[config.mk]
export PLATFORM = sky130hd
export DESIGN_NAME = eth_header_parser_flat
export DESIGN_NICKNAME = d
export VERILOG_FILES = /design/src/rtl/eth_header_parser_if.sv /design/src/rtl/eth_header_parser.sv /design/src/flat_wrapper.sv
export SDC_FILE = /design/constraint.sdc
export NUM_CORES = 1
export LEC_CHECK = 0
export CAP_MARGIN = 20
export CORE_ASPECT_RATIO = 0.75
export CORE_MARGIN = 8
export CORE_UTILIZATION = 40
export DETAILED_ROUTE_END_ITERATION = 6
export DONT_BUFFER_PORTS = 1
export GPL_TIMING_DRIVEN = 1
export PLACE_DENSITY = 0.55
export SYNTH_ARGS = -nofsm -noshare
export SYNTH_HDL_FRONTEND = slang
export SYNTH_SLANG_ARGS = --single-unit
export TNS_END_PERCENT = 30
[constraint.sdc]
create_clock -name clk -period 2.4 [get_ports clk]
set_input_delay 0 -clock clk [delete_from_list [all_inputs] [get_ports clk]]
set_output_delay 0 -clock clk [all_outputs]
set_load 0.01 [all_outputs]
[src/rtl/eth_header_parser_if.sv]
// rtl/eth_header_parser_if.sv - byte-wide stream bundle shared by the parser's input and output sides
interface eth_header_parser_if;
  logic [7:0] tdata;
  logic       tvalid;
  logic       tready;
  logic       tlast;

  // Producer drives data/valid/last and observes ready.
  modport master (output tdata, output tvalid, output tlast, input tready);
  // Consumer observes data/valid/last and drives ready.
  modport slave  (input tdata, input tvalid, input tlast, output tready);
endinterface

[src/rtl/eth_header_parser.sv]
// rtl/eth_header_parser.sv - Ethernet II header extractor with payload forwarding and EtherType filter
module eth_header_parser #(
  parameter bit          FILTER_EN        = 1'b0,
  parameter logic [15:0] ETHERTYPE_ACCEPT = 16'h0800
) (
  input  logic                        clk,
  input  logic                        rst_n,
  eth_header_parser_if.slave          s_axis,
  eth_header_parser_if.master         m_axis,
  output logic [47:0]                 dst_mac,
  output logic [47:0]                 src_mac,
  output logic [15:0]                 ethertype,
  output logic                        hdr_valid,
  output logic                        runt_err,
  output logic                        drop_pulse
);

  typedef enum logic [1:0] {
    ST_HEADER  = 2'd0,
    ST_PAYLOAD = 2'd1,
    ST_DROP    = 2'd2
  } state_t;

  state_t        state_q;
  logic [3:0]    cnt_q;
  logic [103:0]  hdr_sh_q;       // header bytes 0..12, oldest in the top byte
  logic [111:0]  hdr_full_d;     // complete header when byte 13 is on the bus
  logic [47:0]   dst_mac_q;
  logic [47:0]   src_mac_q;
  logic [15:0]   ethertype_q;
  logic          hdr_valid_q;
  logic          runt_err_q;
  logic          drop_pulse_q;
  logic [7:0]    m_tdata_q;
  logic          m_tvalid_q;
  logic          m_tlast_q;
  logic          s_ready_d;
  logic          s_fire_d;

  assign hdr_full_d = {hdr_sh_q, s_axis.tdata};
  assign s_fire_d   = s_axis.tvalid && s_ready_d;

  // Ready depends only on state and the output register, never on s_axis.tvalid.
  always_comb begin
    s_ready_d = 1'b1;
    if (state_q == ST_PAYLOAD) begin
      s_ready_d = !m_tvalid_q || m_axis.tready;
    end
  end

  // Parser FSM, header capture, one-entry output register and status pulses.
  always_ff @(posedge clk or negedge rst_n) begin
    if (!rst_n) begin
      state_q      <= ST_HEADER;
      cnt_q        <= 4'd0;
      hdr_sh_q     <= '0;
      dst_mac_q    <= '0;
      src_mac_q    <= '0;
      ethertype_q  <= '0;
      hdr_valid_q  <= 1'b0;
      runt_err_q   <= 1'b0;
      drop_pulse_q <= 1'b0;
      m_tdata_q    <= '0;
      m_tvalid_q   <= 1'b0;
      m_tlast_q    <= 1'b0;
    end else begin
      hdr_valid_q  <= 1'b0;
      runt_err_q   <= 1'b0;
      drop_pulse_q <= 1'b0;

      // A pending beat retires on handshake; a same-cycle load below overrides this.
      if (m_tvalid_q && m_axis.tready) begin
        m_tvalid_q <= 1'b0;
      end

      if (s_fire_d) begin
        case (state_q)
          ST_HEADER: begin
            if (s_axis.tlast) begin
              // Short frame: header registers keep the last complete header.
              runt_err_q <= 1'b1;
              cnt_q      <= 4'd0;
            end else if (cnt_q == 4'd13) begin
              cnt_q       <= 4'd0;
              dst_mac_q   <= hdr_full_d[111:64];
              src_mac_q   <= hdr_full_d[63:16];
              ethertype_q <= hdr_full_d[15:0];
              if (FILTER_EN && (hdr_full_d[15:0] != ETHERTYPE_ACCEPT)) begin
                state_q      <= ST_DROP;
                drop_pulse_q <= 1'b1;
              end else begin
                state_q     <= ST_PAYLOAD;
                hdr_valid_q <= 1'b1;
              end
            end else begin
              hdr_sh_q <= {hdr_sh_q[95:0], s_axis.tdata};
              cnt_q    <= cnt_q + 4'd1;
            end
          end
          ST_PAYLOAD: begin
            m_tdata_q  <= s_axis.tdata;
            m_tlast_q  <= s_axis.tlast;
            m_tvalid_q <= 1'b1;
            if (s_axis.tlast) begin
              state_q <= ST_HEADER;
              cnt_q   <= 4'd0;
            end
          end
          ST_DROP: begin
            if (s_axis.tlast) begin
              state_q <= ST_HEADER;
              cnt_q   <= 4'd0;
            end
          end
          default: begin
            state_q <= ST_HEADER;
            cnt_q   <= 4'd0;
          end
        endcase
      end
    end
  end

  assign s_axis.tready = s_ready_d;
  assign m_axis.tdata  = m_tdata_q;
  assign m_axis.tvalid = m_tvalid_q;
  assign m_axis.tlast  = m_tlast_q;
  assign dst_mac       = dst_mac_q;
  assign src_mac       = src_mac_q;
  assign ethertype     = ethertype_q;
  assign hdr_valid     = hdr_valid_q;
  assign runt_err      = runt_err_q;
  assign drop_pulse    = drop_pulse_q;

endmodule

[src/flat_wrapper.sv]
// flat-port wrapper written by rule: the top's interface ports become plain ports
module eth_header_parser_flat 
#(
  parameter bit          FILTER_EN        = 1'b0,
  parameter logic [15:0] ETHERTYPE_ACCEPT = 16'h0800
)
  (clk, rst_n, dst_mac, src_mac, ethertype, hdr_valid, runt_err, drop_pulse, s_axis_tdata, s_axis_tvalid, s_axis_tlast, s_axis_tready, m_axis_tdata, m_axis_tvalid, m_axis_tlast, m_axis_tready);
  eth_header_parser_if s_axis_i ();
  eth_header_parser_if m_axis_i ();
  input  logic clk;
  input  logic rst_n;
  output logic [47:0] dst_mac;
  output logic [47:0] src_mac;
  output logic [15:0] ethertype;
  output logic hdr_valid;
  output logic runt_err;
  output logic drop_pulse;
  input wire logic [$bits(s_axis_i.tdata)-1:0] s_axis_tdata;
  input wire logic [$bits(s_axis_i.tvalid)-1:0] s_axis_tvalid;
  input wire logic [$bits(s_axis_i.tlast)-1:0] s_axis_tlast;
  output wire logic [$bits(s_axis_i.tready)-1:0] s_axis_tready;
  output wire logic [$bits(m_axis_i.tdata)-1:0] m_axis_tdata;
  output wire logic [$bits(m_axis_i.tvalid)-1:0] m_axis_tvalid;
  output wire logic [$bits(m_axis_i.tlast)-1:0] m_axis_tlast;
  input wire logic [$bits(m_axis_i.tready)-1:0] m_axis_tready;
  assign s_axis_i.tdata = s_axis_tdata;
  assign s_axis_i.tvalid = s_axis_tvalid;
  assign s_axis_i.tlast = s_axis_tlast;
  assign s_axis_tready = s_axis_i.tready;
  assign m_axis_tdata = m_axis_i.tdata;
  assign m_axis_tvalid = m_axis_i.tvalid;
  assign m_axis_tlast = m_axis_i.tlast;
  assign m_axis_i.tready = m_axis_tready;
  eth_header_parser #(.FILTER_EN(FILTER_EN), .ETHERTYPE_ACCEPT(ETHERTYPE_ACCEPT)) u_core (.clk(clk), .rst_n(rst_n), .s_axis(s_axis_i), .m_axis(m_axis_i), .dst_mac(dst_mac), .src_mac(src_mac), .ethertype(ethertype), .hdr_valid(hdr_valid), .runt_err(runt_err), .drop_pulse(drop_pulse));
endmodule
# Word-level counts from Yosys, hierarchy flattened
# Cells that the tools add are included.
# op_classes
n_addsub	1
eq_ne	6
mux	19
n_bitwise	2
n_reduce_logical	11
# ops
op	count
2-to-1 mux 4 bit	3
AND reduction 4 bit	3
2-to-1 mux 1 bit	11
one-hot mux 4 bit (2 select lines)	1
2-to-1 mux 2 bit	3
adder 4 x 1 -> 4 bit (second input constant)	1
equality test 4 bit (second input constant)	1
inequality test 2 x 1 -> 1 bit (second input constant)	2
one-hot mux 2 bit (2 select lines)	1
AND reduction 2 bit	2
equality test 2 x 1 -> 1 bit (second input constant)	1
equality test 2 bit (second input constant)	1
logical AND 1 bit	2
zero test 2 bit	1
inequality test 2 bit (second input constant)	1
inverter 1 bit	2
OR reduction 2 bit	1
zero test 1 bit	1
logical OR 1 bit	1
# totals
reg_bits	234
out_inout_bits	126

# Longest topological paths before layout
# depth
depth_word	5
mapped_depth	8
mapped_depth_nobuf	6

# Worst setup path before layout
# OpenSTA, ideal clock, no wires.
# synth_path
path_kind	register to register
startpoint	reg u_core.cnt_q[1]
endpoint	reg u_core.dst_mac_q[0], in the netlist u_core.dst_mac[0]
setup_time_ns	0.125
t_arrival_ns	1.727
path_slack_ns	0.549
path_stages_with_launch	9
path_buffers	2
period_less_slack_ns	1.851
cell_sequence	dfrtp_1 -> inv_1 -> ha_1 -> nand3_1 -> or3_1 -> buf_2 -> buf_6 -> inv_2 -> mux2_2
# synth_via
elab_chain_len	2
# synth_rtl
element	line	rtl
start: declaration	eth_header_parser.sv:25	logic [3:0] cnt_q;
start signal: assignment	eth_header_parser.sv:97	cnt_q <= cnt_q + 4'd1;
equality test 4 bit	eth_header_parser.sv:83	end else if (cnt_q == 4'd13) begin
AND reduction 4 bit (no line)	n/a	
end signal: assignment	eth_header_parser.sv:85	dst_mac_q <= hdr_full_d[111:64];
end: declaration	eth_header_parser.sv:28	logic [47:0] dst_mac_q;
# No other way between the ends.
# A chain may end at the register's enable or synchronous reset.

# Worst setup path in the final report
# layout_path
startpoint	reg u_core.cnt_q[0]
endpoint	reg u_core.src_mac_q[11], in the netlist u_core.src_mac[11]
# layout_via
elab_chain_len	2
# layout_rtl
element	line	rtl
equality test 4 bit	eth_header_parser.sv:83	
AND reduction 4 bit (no line)	n/a	
end signal: assignment	eth_header_parser.sv:86	src_mac_q <= hdr_full_d[63:16];
end: declaration	eth_header_parser.sv:29	logic [47:0] src_mac_q;
# No other way between the ends.

==> impl_metrics.env <==
export IMPL_via_per_inst=4.976
export IMPL_drv_slew=0
export IMPL_status="complete, but fails checks"
export IMPL_yosys_area_share_simple_pct=1.215
export IMPL_syn_to_final_growth_pct=14.94
export IMPL_grt_setup_unrepaired="no"
export IMPL_synth_edf_count=0
export IMPL_synth_fp_nets=529
export IMPL_cts_resized=0
export IMPL_worstSetupPathType="reg -> reg"
export IMPL_tightest_slew_ns=0.5610
export IMPL_maxCapViolations=0
export IMPL_clock_latency_ns=0.50
export IMPL_cts_buffers=24
export IMPL_p_leak_nw=5.022
export IMPL_gp_congestion=0.6798
export IMPL_setup_viol=0
export IMPL_cts_setup_buffers=0
export IMPL_drt_wl_total_mm=17.14
export IMPL_report_power_total_mw=10.27
export IMPL_synth_avg_cell_area_um2=17.23
export IMPL_synthAdderAreaFrac_pct=0.2826
export IMPL_firstDrtPassIters=4
export IMPL_antenna_found_initial=0
export IMPL_clock_path_buffers=3
export IMPL_drc_errors=0
export IMPL_num_vias=4210
export IMPL_ys_ff_latch=233
export IMPL_root_buffer="clkbuf_16"
export IMPL_ios=139
export IMPL_finClkSkew_ns=0.008654
export IMPL_grt_overflow=0
export IMPL_hpwl_mm=11.28
export IMPL_initial_core_util_pct=40.48
export IMPL_clk_pin_slew_ns=0.06
export IMPL_dieHeight_um=144.9
export IMPL_synth_flop_cell="dfrtp_1"
export IMPL_hold_viol_final=233
export IMPL_synthTopCellsByArea="dfrtp_1, mux2_2, mux2_4"
export IMPL_dieArea_mm2=0.02720
export IMPL_seqCellArea_mm2=0.005831
export IMPL_nFillCells=1906
export IMPL_synth_top_area_cell="dfrtp_1"
export IMPL_multi_input_area_mm2=0.002875
export IMPL_synth_top_family_by_area="multiplexers"
export IMPL_end_kind="flip-flop"
export IMPL_synth_cell_type_count=25
export IMPL_irDropWorstVdd_v=0.0005544
export IMPL_grt_max_degree=234
export IMPL_cp_required_ns=2.78
export IMPL_fmax_mhz=460.9
export IMPL_num_rows=47
export IMPL_slew_headroom_pct=62.20
export IMPL_post_route_min_period_ns=2.170
export IMPL_syn_cell_area_mm2=0.008855
export IMPL_h_tree_depth=1
export IMPL_synth_top_area_share_pct=65.85
export IMPL_drt_iter0_drc=161
export IMPL_final_nets=549
export IMPL_numPortBuffers=0
export IMPL_wire_per_inst_um=20.26
export IMPL_antenna_left=0
export IMPL_cp_max_fo=52
export IMPL_grt_pass1_wl_mm=27.65
export IMPL_yosys_warnings=0
export IMPL_fin_crit_sh_pct=90.40
export IMPL_start_kind="flip-flop"
export IMPL_cts_sinks=233
export IMPL_holdWs_ns=-0.7965
export IMPL_die_w_um=187.8
export IMPL_coreArea_mm2=0.02188
export IMPL_synth_xor_area_share_pct=0
export IMPL_fin_tns_setup_ns=0
export IMPL_critPathArrivalTime_ns=2.55
export IMPL_cts_tree="done"
export IMPL_muxShareOfSynthArea_pct=30.27
export IMPL_synthArstFlopShare_pct=100.0
export IMPL_failed_checks="hold timing"
export IMPL_drive_gt1_share_pct=50.54
export IMPL_synth_compound_area_share_pct=0.5228
export IMPL_num_antenna_cells=0
export IMPL_power_per_cell_area_mw_per_mm2=1009
export IMPL_grtUsageTotal_pct=12.68
export IMPL_ys_seq_area_share_pct=65.85
export IMPL_synthCells=514
export IMPL_grt_pass1_vias=4596
export IMPL_cts_hold_buffers_added=12
export IMPL_min_delay_path_class="in -> async"
[area by class of cell]
class / instances / share of cell area (%)
repair buffers: 18 / 2.238
clock buffers: 30 / 6.725
clock inverters: 14 / 1.733
inverters: 4 / 0.1475
flip-flops and latches: 233 / 57.29
multi-input cells: 253 / 28.25
well taps: 294 / 3.614
[state kept, by name, summed over array words and instances (netlist names)]
register              flops
u_core.hdr_valid          1
u_core.m_axis.tvalid      1
u_core.runt_err           1
u_core.dst_mac           48
u_core.hdr_sh_q         104
u_core.m_axis.tlast       1
u_core.src_mac           48
u_core.cnt_q              4
u_core.ethertype         16
u_core.m_axis.tdata       8
u_core.state_q            1
[stage by stage]
stage          instances  utilization, %  area [um2]  setup WS [ns]
2_1_floorplan        514               -        8855         0.5487
3_3_place_gp         790           42.04        9196         0.2858
3_5_place_dp         790           42.04        9196         0.2289
4_1_cts              846           46.52       10180         0.2160
5_1_grt              846           46.52       10180         0.1338
6_report             846           46.52       10180         0.2303
[cells in the mapped netlist (2+ instances only)]
cell type  count
nand3b_1       2
mux2_4        39
inv_1          3
buf_2         12
ha_1           2
nand3_1        3
buf_1          6
buf_6          5
mux2_2       186
a21oi_1        3
dfrtp_1      233
nand2_1        6
o21ai_0        2
[path summary, 6_finish.rpt]
kind | end | from | cells past startpoint | slack [ns]
worst max-delay path | u_core.src_mac[11] | u_core.cnt_q[0] | 5 | 0.23
worst min-delay path | u_core.m_axis.tlast | rst_n | 0 | -0.80
worst max register to register | u_core.src_mac[11] | u_core.cnt_q[0] | 5 | 0.23
worst min register to register | u_core.dst_mac[47] | u_core.hdr_sh_q[103] | 1 | 0.51
max in group asynchronous | u_core.hdr_sh_q[98] | rst_n | 0 | 2.88
min in group clk | u_core.m_axis.tvalid | s_axis_tvalid | 2 | 0
[critical path: stages, from the launching register on]
cell and delay [ns]:
dfrtp_1 0.43, ha_1 0.22, nand3_1 0.18, or3_4 0.41
buf_12 0.36, mux2_2 0.38
[layer usage]
metal  global-route usage, %  vias to the layer above  wire [um]
li1                        -                     1860          -
met1                   16.12                     2216       7603
met2                   19.78                      108       7636
met3                   5.196                       26       1466
met4                   3.598                        0        435
met5                       0                        -          0
[cells by family (layout without fill, tap and decap cells)]
logic type | count (synthesis) | in the layout
multiplexers | 225 | 225
adder cells (fa/ha/maj) | 2 | 2
flip-flops | 233 | 233
AND/OR/NAND/NOR | 17 | 17
AO/OA/AOI/OAI | 8 | 8
buffers and inverters | 28 | 66
other | 1 | 1
[power by group]
group          total, mW  internal, mW  switching (mW)
clock               3.95          2.45            1.50
sequential          5.40          4.72           0.677
combinational      0.919         0.663           0.256
total               10.3          7.84            2.43
[cells in the final DEF, fill, tap and decap left out, drive strengths merged, types with 3 or more instances in the layout]
cell,synthesis,final
mux2,225,225
inv,4,5
clkbuf,0,30
nand3,3,3
buf,24,6
bufinv,0,4
dlygate4sd3,0,12
dfrtp,233,233
clkinv,0,8
nand2,6,6
a21oi,3,3
Note: power is estimated with default switching activity, not from simulation.
